## config.mk

```make
export PLATFORM = sky130hd
export DESIGN_NAME = uart_byte_rx
export DESIGN_NICKNAME = d
export VERILOG_FILES = /design/src/rtl/synth_pkg.sv /design/src/rtl/sync_ff.sv /design/src/rtl/uart_byte_rx.sv
export SDC_FILE = /design/constraint.sdc
export NUM_CORES = 1
export LEC_CHECK = 0
export CAP_MARGIN = 20
export CORE_ASPECT_RATIO = 0.8
export CORE_MARGIN = 8
export CORE_UTILIZATION = 56
export DETAILED_ROUTE_END_ITERATION = 10
export GPL_TIMING_DRIVEN = 0
export PLACE_DENSITY = 0.87
export RECOVER_POWER = 25
export SETUP_SLACK_MARGIN = 0.05
export SLEW_MARGIN = 20
export SYNTH_ARGS = -nofsm -noshare
export SYNTH_HDL_FRONTEND = slang
export SYNTH_SLANG_ARGS = --single-unit
```

## constraint.sdc

```tcl
create_clock -name clk -period 3.05 [get_ports clk]
set_input_delay 0.4575 -clock clk [delete_from_list [all_inputs] [get_ports clk]]
set_output_delay 0.4575 -clock clk [all_outputs]
set_load 0.05 [all_outputs]
```

## src/rtl/synth_pkg.sv

```systemverilog
// rtl/synth_pkg.sv - shared types and default timing constants for the UART receive path
package synth_pkg;

    typedef enum logic [2:0] {
        IDLE,
        START,
        DATA,
        STOP,
        BREAK
    } rx_state_t;

    localparam int CLK_HZ       = 25_000_000;
    localparam int BAUD         = 115_200;
    // Rounded to the nearest whole clock: 25 MHz / 115200 = 217.01 -> 217.
    localparam int CLKS_PER_BIT = (CLK_HZ + BAUD / 2) / BAUD;

endpackage

```

## src/rtl/sync_ff.sv

```systemverilog
// rtl/sync_ff.sv - N-flop synchronizer for asynchronous board inputs, resets to 1
module sync_ff #(
    parameter int N = 2
) (
    input  logic clk,
    input  logic rst_n,
    input  logic d,
    output logic q
);

    logic [N-1:0] ff;

    // Shift the raw input through N flops; reset high so an idle line reads idle.
    always_ff @(posedge clk or negedge rst_n) begin
        if (!rst_n) begin
            ff <= '1;
        end else begin
            ff <= {ff[N-2:0], d};
        end
    end

    assign q = ff[N-1];

endmodule

```

## src/rtl/uart_byte_rx.sv

```systemverilog
// rtl/uart_byte_rx.sv - 8N1 LSB-first serial receiver producing data/data_valid
module uart_byte_rx #(
    parameter int CLKS_PER_BIT = synth_pkg::CLKS_PER_BIT,
    parameter int SYNC_STAGES  = 2
) (
    input  logic       clk,
    input  logic       rst_n,
    input  logic       rx,
    output logic [7:0] data,
    output logic       data_valid,
    output logic       frame_err,
    output logic       busy
);

    import synth_pkg::*;

    localparam int             CW   = $clog2(CLKS_PER_BIT);
    localparam logic [CW-1:0] HALF = CW'((CLKS_PER_BIT - 1) / 2);
    localparam logic [CW-1:0] LAST = CW'(CLKS_PER_BIT - 1);

    logic          rx_s;
    rx_state_t     state_q, state_d;
    logic [CW-1:0] cnt_q, cnt_d;
    logic [2:0]    idx_q, idx_d;
    logic [7:0]    shift_q, shift_d;
    logic [7:0]    data_q, data_d;
    logic          dv_q, dv_d;
    logic          fe_q, fe_d;

    sync_ff #(.N(SYNC_STAGES)) u_sync (
        .clk   (clk),
        .rst_n (rst_n),
        .d     (rx),
        .q     (rx_s)
    );

    // State and datapath registers; reset discards any partial byte and clears data.
    always_ff @(posedge clk or negedge rst_n) begin
        if (!rst_n) begin
            state_q <= IDLE;
            cnt_q   <= '0;
            idx_q   <= '0;
            shift_q <= '0;
            data_q  <= '0;
            dv_q    <= 1'b0;
            fe_q    <= 1'b0;
        end else begin
            state_q <= state_d;
            cnt_q   <= cnt_d;
            idx_q   <= idx_d;
            shift_q <= shift_d;
            data_q  <= data_d;
            dv_q    <= dv_d;
            fe_q    <= fe_d;
        end
    end

    // Next-state logic: start bit is re-checked at its centre, then every bit sampled one period later.
    always_comb begin
        state_d = state_q;
        cnt_d   = cnt_q;
        idx_d   = idx_q;
        shift_d = shift_q;
        data_d  = data_q;
        dv_d    = 1'b0;
        fe_d    = 1'b0;
        unique case (state_q)
            IDLE: begin
                if (!rx_s) begin
                    state_d = START;
                    cnt_d   = '0;
                end
            end
            START: begin
                if (cnt_q == HALF) begin
                    if (!rx_s) begin
                        state_d = DATA;
                        cnt_d   = '0;
                        idx_d   = '0;
                    end else begin
                        // Line went back high before the centre: treat as a glitch.
                        state_d = IDLE;
                    end
                end else begin
                    cnt_d = cnt_q + 1'b1;
                end
            end
            DATA: begin
                if (cnt_q == LAST) begin
                    cnt_d          = '0;
                    shift_d[idx_q] = rx_s;
                    if (idx_q == 3'd7) begin
                        state_d = STOP;
                    end else begin
                        idx_d = idx_q + 1'b1;
                    end
                end else begin
                    cnt_d = cnt_q + 1'b1;
                end
            end
            STOP: begin
                if (cnt_q == LAST) begin
                    cnt_d = '0;
                    if (rx_s) begin
                        // Back to IDLE at the stop-bit centre so an immediate next start is caught.
                        data_d  = shift_q;
                        dv_d    = 1'b1;
                        state_d = IDLE;
                    end else begin
                        fe_d    = 1'b1;
                        state_d = BREAK;
                    end
                end else begin
                    cnt_d = cnt_q + 1'b1;
                end
            end
            BREAK: begin
                // Wait out a held-low line so it yields only one frame error.
                if (rx_s) begin
                    state_d = IDLE;
                end
            end
            default: begin
                state_d = IDLE;
            end
        endcase
    end

    assign data       = data_q;
    assign data_valid = dv_q;
    assign frame_err  = fe_q;
    assign busy       = (state_q != IDLE);

endmodule

```

==> results of run 1 <==
## through the flow
| stage | instance area (µm²) | hold WS (ns) | cells |
|---|---|---|---|
| after floorplan | 1750 | 0.1619 | 155 |
| after global placement | 1931 | 0.3458 | 208 |
| after detailed placement | 1953 | 0.3510 | 209 |
| after CTS | 2059 | 0.06992 | 217 |
| after global routing | 2034 | 0.2437 | 217 |
| final | 2034 | 0.1798 | 217 |
## cell type report
| cell class | instances | area, µm² |
|---|---|---|
| inverters | 14 | 52.55 |
| fillers | 253 | 1006 |
| multi-input cells | 101 | 794.5 |
| plain buffers | 6 | 50.05 |
| well taps | 40 | 50.05 |
| flip-flops and latches | 34 | 853.3 |
| clock buffers | 7 | 76.32 |
| repair buffers | 14 | 127.6 |
| clock inverters | 1 | 30.03 |
## metal layers
layer,GRT usage,up-vias
li1,-,614
met1,0.1853,631
met2,0.2167,34
met3,0.04891,8
met4,0.08986,0
met5,0,-
## power by group through the flow
stage               Sequential, µW  Clock [µW]  Combinational [µW]
floorplan                      462           0                5.23
global placement               462           0                17.4
detailed placement             462           0                21.6
CTS                            454         407                21.7
global route                   454         425                19.5
finish                         454         400                16.7
## final timing paths
check,to,from,depth (start not counted)
max reg2reg,idx_q[1],idx_q[0],6
max in group asynchronous,shift_q[0],rst_n,2
min in group clk,u_sync.ff[1],u_sync.ff[0],0
min,cnt_q[4],rst_n,1
max,busy,state_q[2],3
min reg2reg,u_sync.ff[1],u_sync.ff[0],0
## state kept, by name, indices dropped and copies added (netlist names)
signal and count:
state_q 3, shift_q 8, idx_q 3, data_valid 1, data 8, u_sync.ff 2, cnt_q 8, frame_err 1
## cell families (layout without fill, tap and decap cells)
logic type,after synthesis,count (layout),share of synthesized area
AO/OA/AOI/OAI,29,29,0.1129
XOR/XNOR,1,1,0.005004
adder cells (fa/ha/maj),4,4,0.02859
buffers and inverters,20,42,0.05860
flip-flops,34,34,0.4875
multiplexers,17,17,0.1129
AND/OR/NAND/NOR,50,50,0.1944
## worst max-delay path, stage by stage, from the launching register on
cell,delay (ns)
dfrtp_1,0.41
clkbuf_1,0.23
or3_1,0.41
clkdlybuf4s50_1,0.71
## synthesized netlist by cell type (all sizes together) (2+ instances only)
library cell  count  share of area
or4               3          0.013
ha                4          0.029
mux2             16           0.11
a21oi             2         0.0057
dfstp             2          0.030
or3               4          0.014
clkbuf            3          0.013
nand4b            2          0.014
nand2             7          0.015
o221ai            3          0.015
nor3              8          0.029
nor2b             2         0.0071
o21ai             9          0.026
nand3b            2         0.0086
nor4              4          0.018
nor2              6          0.013
o31ai             3          0.013
buf               2         0.0093
a22oi             2         0.0086
nand3             6          0.031
o22ai             3          0.011
dfrtp            32           0.46
inv              14          0.030
a31oi             2         0.0071
==> impl_metrics.toml, run 1 <==
[synth]
yosysWarnings = 0
synth.avg_cell_area_um2 = 11.29
yosysSeqAreaShare = 0.4875
synth-edff-count = 0
ys_ff_latch = 34
synth.distinct_cells = 46
syn_inst = 155
synthArstFlopShare = 1.000
synthFlopType = "dfrtp_1"
synth_fp_nets = 162
synthesis.area_mm2 = 0.001750

[sta]
rsz0062_at_grt = "no"
maxSlewViolCount = 0
layout_setup_ws_ns = 0.5438
timing.slew.headroom = 0.2340
clock_skew_ns = 0.006567
fin_crit_sh = 0.8217
setup-tns-final_ns = 0
fin_crit_ns = 2.506
finalHoldViolCount = 0
fmax_mhz = 399.0
worst_pin_slew_ns = 1.149
finalSetupViolCount = 0

[pwr]
p_clk_frac = 0.460
comb_power_share = 0.019
irDropWorstVdd_uv = 328.5
p_leak_uw = 0.0009104
switchingPower_uw = 168.9
switching_share = 0.1939
finalPower_uw = 870.8
p_int_uw = 701.9
power_density_mw_per_mm2 = 428.0
seqPwrFrac = 0.521

[routing]
ant_nets = 0
wl_per_cell_um = 15.79
viasPerCell = 5.931
drtIter0Drc = 111
vias = 1287
wl_met3_um = 188
drt-total-wl_um = 3427
dr_wl_met2_um = 1552
met1Wirelength_um = 1607
top_layer_used = "met4"
route.detailed.drc = 0
dr.pass1.iters = 4

[worst_setup_path]
crit_type = "reg2out"
cp_max_fo = 10
critical_path_required_ns = 2.59
start_kind = "flip-flop"
r2r_slack_ns = 1.00
crit_arrival_ns = 2.05
cp-end-kind = "output port"

[clock_tree]
clock-sinks = 34
clk_pin_slew_ns = 0.07
post_cts_resized = 0
cts_made_buffers = 5
root_buffer = "clkbuf_8"
cts_tree = "done"
clk_path_buf_depth = 2
cts_hold_buf = 0
h-tree-depth = 2
clock_latency_ns = 0.29
postCtsSetupBuffers = 0

[place]
gp_congestion = 0.8633
pre_cts_slack_ns = 0.8597
port_buffers = 13
dp_hpwl_um = 2484

[global_routing]
grt_max_degree = 23
grt-ovfl-total = 0
track_usage = 0.1477
antenna_found_initial = 0
grt_pass1_vias = 1227
grt_pass1_wl_um = 5961

[cells_and_area]
final_core_util = 0.6691
drive_above_1_share = 0.2090
final_common_cell = "dfrtp_1"
layout_common_cells = "32 x dfrtp_1, 14 x inv_1, 14 x mux2_2"
syn_to_final_growth_pct = 16.23
antenna_cells = 0
nNetsFinal = 183

[run_status]
outcome = "finished, final reports clean"

[run]
maxCapViolCount = 0

[floorplanning]
initial_core_util = 0.5757
die_y_um = 66.01
ios = 14
coreArea_mm2 = 0.003040
fp.dieArea_mm2 = 0.005182
row_count = 18
die_x_um = 78.51

[worst_hold_path]
hp-class = "in2async"
No activity file was read; power rests on OpenSTA's default activity.
==> run 2, diff against run 1 <==
==> constraint.sdc (replaced) <==
create_clock -name clk -period 2.56 [get_ports clk]
set_input_delay 0.384 -clock clk [delete_from_list [all_inputs] [get_ports clk]]
set_output_delay 0.384 -clock clk [all_outputs]
set_load 0.05 [all_outputs]
==> run 2 against run 1 <==
Routed wire length rose by 1.3%. Combinational power is 30% higher. Register-to-register slack got worse by 0.53 ns. Cell count is 0.46% higher. Critical path depth is the same. Total power rose by 19%. Worst hold slack better by 0.18 ns. Worst setup slack worse by 0.41 ns. Utilization rose by 0.62 points. Clock power rose by 18%. Non-clock buffer count grew 1.
==> impl_metrics.toml, run 2 (synthesis gave the netlist of run 1 again) <==
[pwr]
seqPwrFrac = 0.523
switching_share = 0.1901
p_leak_uw = 0.0009267
p_int_uw = 837.9
irDropWorstVdd_uv = 390.0
comb_power_share = 0.021
p_clk_frac = 0.456
power_density_mw_per_mm2 = 503.9
switchingPower_uw = 196.7
finalPower_uw = 1035

[floorplanning]
coreArea_mm2 = 0.003040
fp.dieArea_mm2 = 0.005182
die_y_um = 66.01
initial_core_util = 0.5757
row_count = 18
ios = 14
die_x_um = 78.51

[clock_tree]
postCtsSetupBuffers = 0
cts_tree = "done"
clock-sinks = 34
root_buffer = "clkbuf_8"
clk_pin_slew_ns = 0.07
cts_made_buffers = 5
clk_path_buf_depth = 2
clock_latency_ns = 0.29
h-tree-depth = 2

[global_routing]
grt-ovfl-total = 0
track_usage = 0.1483
antenna_found_initial = 0
grtUsageMet3 = 0.04891
grt_max_degree = 23
grt_pass1_vias = 1237
use_met1 = 0.1862
grt_pass1_wl_um = 5989
grt.met2_usage = 0.2178
grt-busiest-layer = "met2"

[worst_setup_path]
crit_arrival_ns = 2.04
critical_path_required_ns = 2.18
start_kind = "flip-flop"
reg2reg_from = "idx_q[0]"
cp_max_fo = 10
crit_type = "reg2out"
cp-end-kind = "output port"
crit_start = "state_q[2]"

[worst_hold_path]
min_from = "u_sync.ff[0]"
hp-class = "reg2reg"

[cells_and_area]
multi_input_area_um2 = 794.5
design_area_mm2 = 0.002053
syn_to_final_growth_pct = 17.30
instances_no_fill = 218
final_common_cell = "dfrtp_1"
n_fill_cell = 251
seqCellArea_um2 = 853.3
nNetsFinal = 184
layout_common_cells = "32 x dfrtp_1, 14 x inv_1, 14 x mux2_2"
drive_above_1_share = 0.2079
antenna_cells = 0

[sta]
worst_pin_slew_ns = 0.9639
rsz0062_at_grt = "no"
finalHoldViolCount = 0
fmax_mhz = 412.4
fin_crit_ns = 2.425
setup-tns-final_ns = 0
fin_crit_sh = 0.9473
finalSetupViolCount = 0
timing.slew.headroom = 0.3574
clock_skew_ns = 0.007152
maxSlewViolCount = 0

[place]
port_buffers = 13
gp_congestion = 0.8633
placed_cells = 209
dp_hpwl_um = 2484
place_area_mm2 = 0.001953

[routing]
dr.pass1.iters = 4
route.detailed.drc = 0
wl_per_cell_um = 15.92
vias = 1301
viasPerCell = 5.968
drtIter0Drc = 140
ant_nets = 0
drt-total-wl_um = 3470

[run]
maxCapViolCount = 0

[run_status]
outcome = "finished, final reports clean"
run 2: cell types whose count changed in the layout (fill, tap and decap cells not counted), sizes merged:
cell / previous run / this run
dlymetal6s4s: 0 / 1
dlygate4sd3: 0 / 2
clkdlybuf4s50: 13 / 12
clkbuf: 12 / 11
run 2: repair_timing:
item                                   in CTS  in global routing
endpoints found under the hold margin      12                  0
hold buffers                                1                  0
gates resized for setup                     0                  0
run 2: per-layer routing:
metal	up-vias	wire [µm]
li1	613	-
met1	630	1571
met2	48	1556
met3	10	248
met4	0	94
met5	-	0
run 2: final cells by class:
type | instances | share of cell area
Sequential cell | 34 | 0.4156
Tap cell | 40 | 0.02438
Inverter | 14 | 0.02559
Timing Repair Buffer | 15 | 0.07130
Multi-Input combinational cell | 101 | 0.3870
Clock buffer | 7 | 0.03717
Buffer | 6 | 0.02438
Clock inverter | 1 | 0.01463
run 2: through the flow:
step                      hold slack (ns)    util  setup WS (ns)
after floorplan                   0.08841       -         0.7575
after global placement             0.3458  0.6350         0.4614
after detailed placement           0.3098  0.6424         0.4432
after CTS                          0.3602  0.6807         0.1265
after global routing               0.3649  0.6753        0.06695
final                              0.3566  0.6753         0.1349
run 2: path summary, 6_finish.rpt:
kind | end | slack (ns) | cells past startpoint
setup reg to reg | idx_q[1] | 0.47 | 6
setup / recovery | busy | 0.13 | 3
max in group asynchronous | idx_q[0] | 0.48 | 3
min in group asynchronous | frame_err | 0.66 | 2
hold reg to reg | u_sync.ff[1] | 0.36 | 0
hold / removal | u_sync.ff[1] | 0.36 | 0
run 2: power by group through the flow:
stage / logic [µW] / registers, µW / clock network [µW]
6_report: 21.7 / 541 / 472
2_1_floorplan: 6.23 / 550 / 0
3_5_place_dp: 25.8 / 550 / 0
3_3_place_gp: 20.7 / 550 / 0
4_1_cts: 27.0 / 541 / 485
5_1_grt: 25.3 / 540 / 507
run 2: critical path: stages (launching register included):
cell             delay [ns]
dfrtp_1                0.41
clkbuf_1               0.23
or3_1                  0.41
clkdlybuf4s50_1        0.71
==> run 3, diff against run 2 <==
--- a/config.mk
+++ b/config.mk
@@ -14,6 +14,7 @@
 export PLACE_DENSITY = 0.87
 export RECOVER_POWER = 25
 export SETUP_SLACK_MARGIN = 0.05
+export SKIP_LAST_GASP = 1
 export SLEW_MARGIN = 20
 export SYNTH_ARGS = -nofsm -noshare
 export SYNTH_HDL_FRONTEND = slang
==> results of run 3 <==
Same layout as run 2: the final DEF is identical, and so are final timing and power.
